==> config.mk <==
export PLATFORM = sky130hd
export DESIGN_NAME = slug_ports
export DESIGN_NICKNAME = d
export VERILOG_FILES = /design/src/rtl/slug_ports.sv
export SDC_FILE = /design/constraint.sdc
export NUM_CORES = 1
export LEC_CHECK = 0
export ABC_CLOCK_PERIOD_IN_PS = 1000
export BUFFER_PORTS_ARGS = -buffer_cell sky130_fd_sc_hd__buf_2
export CORE_MARGIN = 2
export CORE_UTILIZATION = 49
export CTS_CLUSTER_DIAMETER = 200
export DETAILED_ROUTE_END_ITERATION = 8
export MAX_ROUTING_LAYER = met4
export PLACE_DENSITY = 0.76
export SYNTH_ARGS = -nofsm -noshare
export SYNTH_HDL_FRONTEND = slang
export SYNTH_SLANG_ARGS = --single-unit
==> constraint.sdc <==
create_clock -name clk -period 1 [get_ports clk]
set_input_delay 0.1 -clock clk [delete_from_list [all_inputs] [get_ports clk]]
set_output_delay 0.1 -clock clk [all_outputs]
set_load 0.02 [all_outputs]
==> src/rtl/slug_ports.sv <==
`default_nettype none
// ============================================================================
// Module   : slug_ports
// Purpose  : Multi-channel port block. It synchronises the inputs, flags
//            per-channel changes, provides registered outputs and a masked
//            interrupt.
// Revision : 1.0 - initial release
// ============================================================================
module slug_ports #(
  parameter int  DW   = 4,
  parameter int  NCH  = 8,
  parameter int  SYNC = 2,
  localparam int SW   = (NCH > 1) ? $clog2(NCH) : 1
) (
  input  logic              clk,
  input  logic              rst,
  input  logic [SW-1:0]     sel,
  input  logic              wr_en,
  input  logic [DW-1:0]     wr_data,
  input  logic              rd_en,
  output logic [DW-1:0]     rd_data,
  output logic              rd_valid,
  input  logic              ie_wr,
  input  logic [NCH-1:0]    ie_data,
  input  logic [NCH*DW-1:0] port_in,
  output logic [NCH*DW-1:0] port_out,
  output logic [NCH-1:0]    pend,
  output logic              irq
);

  localparam int PW = NCH * DW;

  logic [PW-1:0]  sync_q [SYNC];
  logic [PW-1:0]  sync_d [SYNC];
  logic [PW-1:0]  prev_q, prev_d;
  logic [PW-1:0]  out_q, out_d;
  logic [NCH-1:0] pend_q, pend_d;
  logic [NCH-1:0] ie_q, ie_d;
  logic [DW-1:0]  rd_data_q, rd_data_d;
  logic           rd_valid_q, rd_valid_d;

  logic [PW-1:0]  sync_last;
  logic [NCH-1:0] chg;
  logic [NCH-1:0] sel_dec;
  logic           sel_ok;

  assign sync_last = sync_q[SYNC-1];
  // Out-of-range selects decode to no channel at all.
  assign sel_ok    = (32'(sel) < NCH);

  // Per-channel change detect and one-hot select decode
  for (genvar i = 0; i < NCH; i++) begin : g_chan
    assign chg[i]     = (sync_last[i*DW +: DW] != prev_q[i*DW +: DW]);
    assign sel_dec[i] = sel_ok && (32'(sel) == i);
  end

  // Synchroniser shift chain: stage 0 samples the raw pins
  always_comb begin
    sync_d[0] = port_in;
    for (int s = 1; s < SYNC; s++) begin
      sync_d[s] = sync_q[s-1];
    end
  end

  // Next-state for change history, pending flags, read/write paths and mask
  always_comb begin
    prev_d     = sync_last;
    // A new change sets the flag even when a read clears it on the same edge.
    pend_d     = chg | (pend_q & ~({NCH{rd_en}} & sel_dec));
    rd_valid_d = rd_en;
    rd_data_d  = rd_data_q;
    out_d      = out_q;
    ie_d       = ie_wr ? ie_data : ie_q;
    if (rd_en) begin
      rd_data_d = '0;
      for (int i = 0; i < NCH; i++) begin
        if (sel_dec[i]) rd_data_d = sync_last[i*DW +: DW];
      end
    end
    if (wr_en) begin
      for (int i = 0; i < NCH; i++) begin
        if (sel_dec[i]) out_d[i*DW +: DW] = wr_data;
      end
    end
  end

  // State registers, cleared immediately while rst is low
  always_ff @(posedge clk or negedge rst) begin
    if (!rst) begin
      for (int s = 0; s < SYNC; s++) begin
        sync_q[s] <= '0;
      end
      prev_q     <= '0;
      out_q      <= '0;
      pend_q     <= '0;
      ie_q       <= '0;
      rd_data_q  <= '0;
      rd_valid_q <= 1'b0;
    end else begin
      for (int s = 0; s < SYNC; s++) begin
        sync_q[s] <= sync_d[s];
      end
      prev_q     <= prev_d;
      out_q      <= out_d;
      pend_q     <= pend_d;
      ie_q       <= ie_d;
      rd_data_q  <= rd_data_d;
      rd_valid_q <= rd_valid_d;
    end
  end

  assign port_out = out_q;
  assign pend     = pend_q;
  assign rd_data  = rd_data_q;
  assign rd_valid = rd_valid_q;
  assign irq      = |(pend_q & ie_q);

endmodule
`default_nettype wire

==> results of run 1 <==
[state kept, by name (all words and copies together), names as in the netlist]
signal	count
ie_q	8
pend	8
port_out	32
prev_d	32
prev_q	32
rd_data	4
rd_valid	1
sync_d	32
[routing by layer]
layer / share of wire / vias up / routed length [um] / track usage
li1: - / 1643 / - / -
met1: 0.39 / 1868 / 5380 / 0.284
met2: 0.54 / 142 / 7530 / 0.415
met3: 0.043 / 31 / 591 / 0.0545
met4: 0.024 / 0 / 339 / 0.0993
met5: 0 / - / 0 / -
[stage by stage]
stage                     TNS, ns  setup slack, ns  total power, mW  area [sq um]  utilization
after global placement      -7.86           -0.324             8.82          6260        0.607
final                      -10.93           -0.549             16.5          8120        0.787
after floorplan            -0.725          -0.0912             8.00          5260            -
after CTS                  -10.95           -0.507             16.1          7880        0.764
after detailed placement    -8.58           -0.337             8.90          6260        0.607
after global routing       -13.42           -0.582             17.1          8120        0.787
[cell type report]
class | instances | share of cell area
Inverter | 4 | 0.00185
Timing Repair Buffer | 241 | 0.257
Clock buffer | 17 | 0.0510
Sequential cell | 149 | 0.459
Tap cell | 136 | 0.0209
Multi-Input combinational cell | 166 | 0.188
Clock inverter | 15 | 0.0226
[report_power, final]
group          internal (mW)  switching (mW)
Clock                   3.68            2.68
Combinational           1.79            1.31
Sequential              6.57           0.430
Total                   12.0            4.42
[worst paths after layout]
kind                                 start            to  slack [ns]  depth (start not counted)
max in group asynchronous              rst    prev_d[16]        0.39                          3
worst max register to register  prev_d[22]       pend[5]       -0.25                          4
min in group clk                    sel[0]  port_out[17]        0.10                          3
worst min-delay path                   rst       ie_q[6]        0.05                          2
worst min register to register  sync_d[10]    prev_d[10]        0.35                          0
worst max-delay path               pend[2]           irq       -0.55                          3
[timing repair]
| action | CTS | global route |
|---|---|---|
| pin swaps | 22 | 18 |
| hold buffers | 47 | 0 |
| gates cloned | 0 | 0 |
| endpoints found under the hold margin | 230 | 0 |
| gates resized for setup | 106 | 27 |
| setup buffers | 26 | 24 |
| setup endpoints to repair | 58 | 58 |
[cell families (layout without fill, tap and decap cells)]
| family | count (synthesis) | in the layout | share of synthesized area |
|---|---|---|---|
| flops | 149 | 149 | 0.714 |
| buf+inv | 16 | 277 | 0.0165 |
| mux | 44 | 44 | 0.105 |
| compound gates | 40 | 40 | 0.0527 |
| xor+xnor | 32 | 32 | 0.0536 |
| simple gates | 50 | 50 | 0.0589 |
[placed cells by master (no fill, tap or decap), types with 4 or more instances in the layout]
| master | netlist | final |
|---|---|---|
| buf_2 | 6 | 50 |
| buf_4 | 1 | 78 |
| nand2b_1 | 9 | 4 |
| inv_1 | 4 | 4 |
| nand2b_4 | 1 | 6 |
| nand2_2 | 0 | 4 |
| mux2_4 | 15 | 15 |
| inv_8 | 0 | 5 |
| xor2_1 | 32 | 32 |
| o32a_1 | 4 | 4 |
| nand3b_1 | 4 | 4 |
| dfrtp_1 | 149 | 147 |
| nor4_1 | 8 | 5 |
| o21a_1 | 8 | 8 |
| o21ai_0 | 6 | 6 |
| mux2i_1 | 4 | 4 |
| buf_6 | 2 | 62 |
| nand2_1 | 11 | 7 |
| clkbuf_16 | 0 | 16 |
| buf_12 | 0 | 4 |
| mux2_2 | 24 | 24 |
| dlygate4sd3_1 | 0 | 47 |
| nor2_1 | 6 | 6 |
| inv_6 | 0 | 5 |
| a21oi_1 | 8 | 6 |
[worst max-delay path, delay by kind of cell, from the launching register on]
family | cells | cell delay [ns]
flops | 1 | 0.42
buf+inv | 1 | 0.16
compound gates | 1 | 0.21
simple gates | 1 | 0.14
==> impl_metrics.yaml, run 1 <==
synthesis:
  yosys_register_bits: 149
  ys_types: 31
  netlist_top_cells_count: "dfrtp_1 (149), xor2_1 (32), mux2_2 (24)"
  synth_area_sq_mm: 0.00523
  yosys.cell_count.top_type: "dfrtp_1"
  ys_top_cells_by_area: "dfrtp_1 (71%), xor2_1 (5.4%), mux2_2 (5.2%), mux2_4 (4.3%), o21a_1 (1.1%)"
  synth_largest_area_cell: "dfrtp_1"
  synth_edf_count: 0
  async_flop_share: 1.00
  synthCells: 331
  syn_area_per_cell_sq_um: 15.8
  synth_top_cell_area_share: 0.714
  synth_top_flop_cell: "dfrtp_1"
  ys.warnings.count: 0
  ys_seq_area_frac: 0.714
  syn_nets: 383
routing:
  drc: 0
  wl_per_cell_um: 19.0
  vias_per_cell: 5.06
  vias: 3684
  drt-pass1-iter-count: 4
  final_antenna_net_count: 0
  routed_wl_um: 13800
  drtIter0Drc: 273
cells_and_area:
  multi_input_area_sq_mm: 0.00152
  register_area_sq_mm: 0.00373
  layout.cells.non_filler: 728
  final_nets: 631
  drive_gt1_frac: 0.493
  area_growth_pct: 55.5
  fillers: 512
  insertedDiodeCount: 0
worst_setup_path:
  path_max_fanout: 2
  worstSetupPathType: "reg -> out"
  cp-end-kind: "output pin"
  slowest_stage: "dfrtp_1"
  startpoint_type: "register"
  cp_data_arrival_time_ns: 1.45
  slowest_delay_ns: 0.42
  required_ns: 0.90
  cp_cell_sequence: "a22oi_2, nand4_1, buf_6"
status:
  outcome: "complete, but fails checks"
  violations: "setup timing"
clocking:
  insertion_delay_ns: 0.52
  clockBufferDepth: 2
  cts-root-buf: "clkbuf_8"
  htree_levels: 4
  cts_tree: "done"
  clock-sinks: 149
  clkTransAtPathRegs_ns: 0.07
  cts_made_buffers: 17
job:
  drv_cap: 0
grt:
  grt_pass1_vias: 3951
  grt_pass1_wl_um: 20300
  antenna_found_initial: 0
  grt-ovfl-total: 0
  grt_start_max_net_pins: 39
  track_usage: 0.245
timing:
  fmax_mhz: 645
  clock_skew_ns: 0.0196
  worst_hold_slack_ns: 0.0492
  slew_viol_final: 0
  worst_slew_pin_slew_ns: 0.424
  final.period_utilization: 1.55
  grt_setup_unrepaired: "true"
  hold_violations: 0
  setup_ws_ns: -0.549
  relSlewSlack: 0.717
  setup_violations: 65
  fin_crit_ns: 1.55
floorplanning:
  die_area_sq_mm: 0.0115
  start_util: 0.506
  die-width_um: 107
  core_sq_mm: 0.0103
  std_cell_rows: 37
  fp.dieH_um: 107
  design.portCount: 98
pwr:
  peakVddDrop_mv: 1.24
  p_leak_nw: 3.81
  p_per_area_mw_per_mm2: 2030
place:
  port-buffer-count: 97
  place_congestion: 0.853
  placed_cells: 604
  place.detailed.hpwl_um: 7390
min_path:
  hold_class: "in -> async"
(Power assumes the default switching activity.)
==> run 2, diff against run 1 <==
--- a/config.mk
+++ b/config.mk
@@ -5,6 +5,7 @@
 export SDC_FILE = /design/constraint.sdc
 export NUM_CORES = 1
 export LEC_CHECK = 0
+export ABC_AREA = 1
 export ABC_CLOCK_PERIOD_IN_PS = 1000
 export BUFFER_PORTS_ARGS = -buffer_cell sky130_fd_sc_hd__buf_2
 export CORE_MARGIN = 2
==> run 2 against run 1 <==
The flow still finishes with violations (setup timing). Largest power group is now the clock network. Hold slack worse by 0.020 ns. Highest routed layer unchanged. Clock-buffer cell count stayed put. Fmax decreased by 4.4%.
==> impl_metrics.yaml, run 2 <==
floorplanning:
  core_sq_mm: 0.00986
  die-width_um: 105
  fp.dieH_um: 105
  std_cell_rows: 36
  design.portCount: 98
  die_area_sq_mm: 0.0111
  start_util: 0.508
timing:
  worst_hold_slack_ns: 0.0292
  relSlewSlack: 0.764
  worst_slew_pin_slew_ns: 0.354
  fin_crit_ns: 1.62
  setup_violations: 50
  hold_violations: 0
  fin_tns_setup_ns: -9.57
  grt_setup_unrepaired: "true"
  slew_viol_final: 0
  fmax_mhz: 617
  clock_skew_ns: 0.0108
  final.period_utilization: 1.62
  setup_ws_ns: -0.620
synthesis:
  synth_area_sq_mm: 0.00501
  synthCells: 386
  ys_top_cells_by_area: "dfrtp_1 (74%), nand2_1 (5.3%), xnor2_1 (2.8%), xor2_1 (2.8%), nand4_1 (2.2%)"
  synth_top_flop_cell: "dfrtp_1"
  synth_top_cell_area_share: 0.744
  async_flop_share: 1.00
  synth_largest_area_cell: "dfrtp_1"
  netlist_top_cells_count: "dfrtp_1 (149), nand2_1 (71), o21ai_0 (19)"
  ys_seq_area_frac: 0.744
  yosys.cell_count.top_type: "dfrtp_1"
  syn_area_per_cell_sq_um: 13.0
  yosys_register_bits: 149
  ys_types: 23
  synth_edf_count: 0
  syn_nets: 438
  ys.warnings.count: 0
routing:
  drt-pass1-iter-count: 4
  vias_per_cell: 5.10
  final_antenna_net_count: 0
  vias: 3901
  drtIter0Drc: 278
  drc: 0
  routed_wl_um: 14400
  wl_per_cell_um: 18.8
worst_setup_path:
  reg2reg_to: "pend[2]"
  slowest_delay_ns: 0.42
  slowest_stage: "dfrtp_2"
  crit_top_cell: "nand2_2"
  path_buf_inv: 1
  path_max_fanout: 2
  reg2regPathDepth: 4
  r2r-start: "prev_d[9]"
  required_ns: 0.90
  rrSetupSlack_ns: -0.10
  critPathTopFamily: "flip-flops"
  cp_data_arrival_time_ns: 1.52
  startpoint_type: "register"
  cp-end-kind: "output pin"
  worstSetupPathType: "reg -> out"
  cp_cell_sequence: "nand2_2, nand2_2, a221oi_2, nand4_1, buf_4"
job:
  drv_cap: 0
pwr:
  peakVddDrop_mv: 1.62
  internal_power_mw: 12.6
  combPwrFrac: 0.145
  swShare: 0.250
  p_leak_nw: 3.73
  seqPwrFrac: 0.411
  power_switching_mw: 4.22
  power_frac_clock: 0.443
  p_per_area_mw_per_mm2: 2160
place:
  placed_cells: 651
  post-place-ws_ns: -0.232
  place_congestion: 0.803
  port-buffer-count: 97
  place.detailed.hpwl_um: 7650
grt:
  grt_pass1_wl_um: 22300
  grt_pass1_vias: 4285
  grt_start_max_net_pins: 33
  antenna_found_initial: 0
  grt-ovfl-total: 0
  track_usage: 0.280
status:
  violations: "setup timing"
  outcome: "complete, but fails checks"
clocking:
  cts_tree: "done"
  clkTransAtPathRegs_ns: 0.06
  htree_levels: 4
  clockBufferDepth: 2
  cts-root-buf: "clkbuf_8"
  cts_made_buffers: 17
  insertion_delay_ns: 0.53
  clock-sinks: 149
min_path:
  hold_class: "in -> async"
cells_and_area:
  insertedDiodeCount: 0
  final_common_cell: "dfrtp_1"
  area_growth_pct: 55.3
  utilization: 0.789
  final_nets: 671
  layout_common_cells: "dfrtp_1 (147), nand2_1 (68), buf_4 (61)"
  drive_gt1_frac: 0.367
  layout.cells.non_filler: 765
[run 2: kinds of logic after synthesis]
logic type / after synthesis / synth area share
muxes: 8 / 0.0180
DFF: 149 / 0.744
xor gates and xnor gates: 32 / 0.0559
buffers and inverters: 23 / 0.0177
AOI/OAI and AO/OA: 44 / 0.0454
and+or+nand+nor: 130 / 0.119
[run 2: worst max-delay path by stage]
stage	startpoint	endpoint	slack, ns	cells after the start
2_1_floorplan	pend[2]	irq	-0.07	4
3_3_place_gp	sel[0]	port_out[4]	-0.15	6
3_5_place_dp	sel[0]	port_out[11]	-0.23	6
4_1_cts	ie_q[4]	irq	-0.63	5
5_1_grt	pend[2]	irq	-0.68	5
6_report	pend[4]	irq	-0.62	5
[run 2: power groups by stage]
stage	Clock (mW)	Combinational (mW)	Sequential (mW)
4_1_cts	7.47	2.27	6.89
6_report	7.47	2.45	6.94
3_5_place_dp	0	1.62	6.92
5_1_grt	7.77	2.63	6.97
3_3_place_gp	0	1.56	6.90
2_1_floorplan	0	0.507	7.21
[run 2: per-stage QoR]
stage	instance area (sq um)	total power, mW
CTS	7660	16.6
global placement	6010	8.46
finish	7790	16.9
floorplan	5050	7.72
detailed placement	6010	8.54
global route	7790	17.4
[run 2: final cells by class]
class / instances / area, sq um
clock buffers: 17 / 414
repair buffers: 219 / 1890
inverters: 18 / 72.6
multi-input cells: 214 / 1240
clock inverters: 15 / 274
well taps: 133 / 166
fillers: 510 / 2080
flip-flops and latches: 149 / 3730
[run 2: layer usage]
metal / global-route usage / vias up / wire length, um
met2: 0.486 / 159 / 7770
met1: 0.309 / 1961 / 5410
met5: - / - / 0
met4: 0.110 / 0 / 404
li1: - / 1739 / -
met3: 0.0742 / 42 / 785
[run 2: what timing repair did]
item | CTS | global route
resized for setup | 99 | 14
buffers inserted | 22 | 14
hold endpoints to repair | 209 | 0
endpoints found under the setup margin | 50 | 59
pin swaps | 7 | 6
hold buffers | 48 | 0
[run 2: worst register-to-register path, stage by stage (launching register included)]
cell     delay, ns
dfrtp_1       0.42
buf_6         0.14
xor2_1        0.13
nor2_1        0.12
nand4_1       0.14
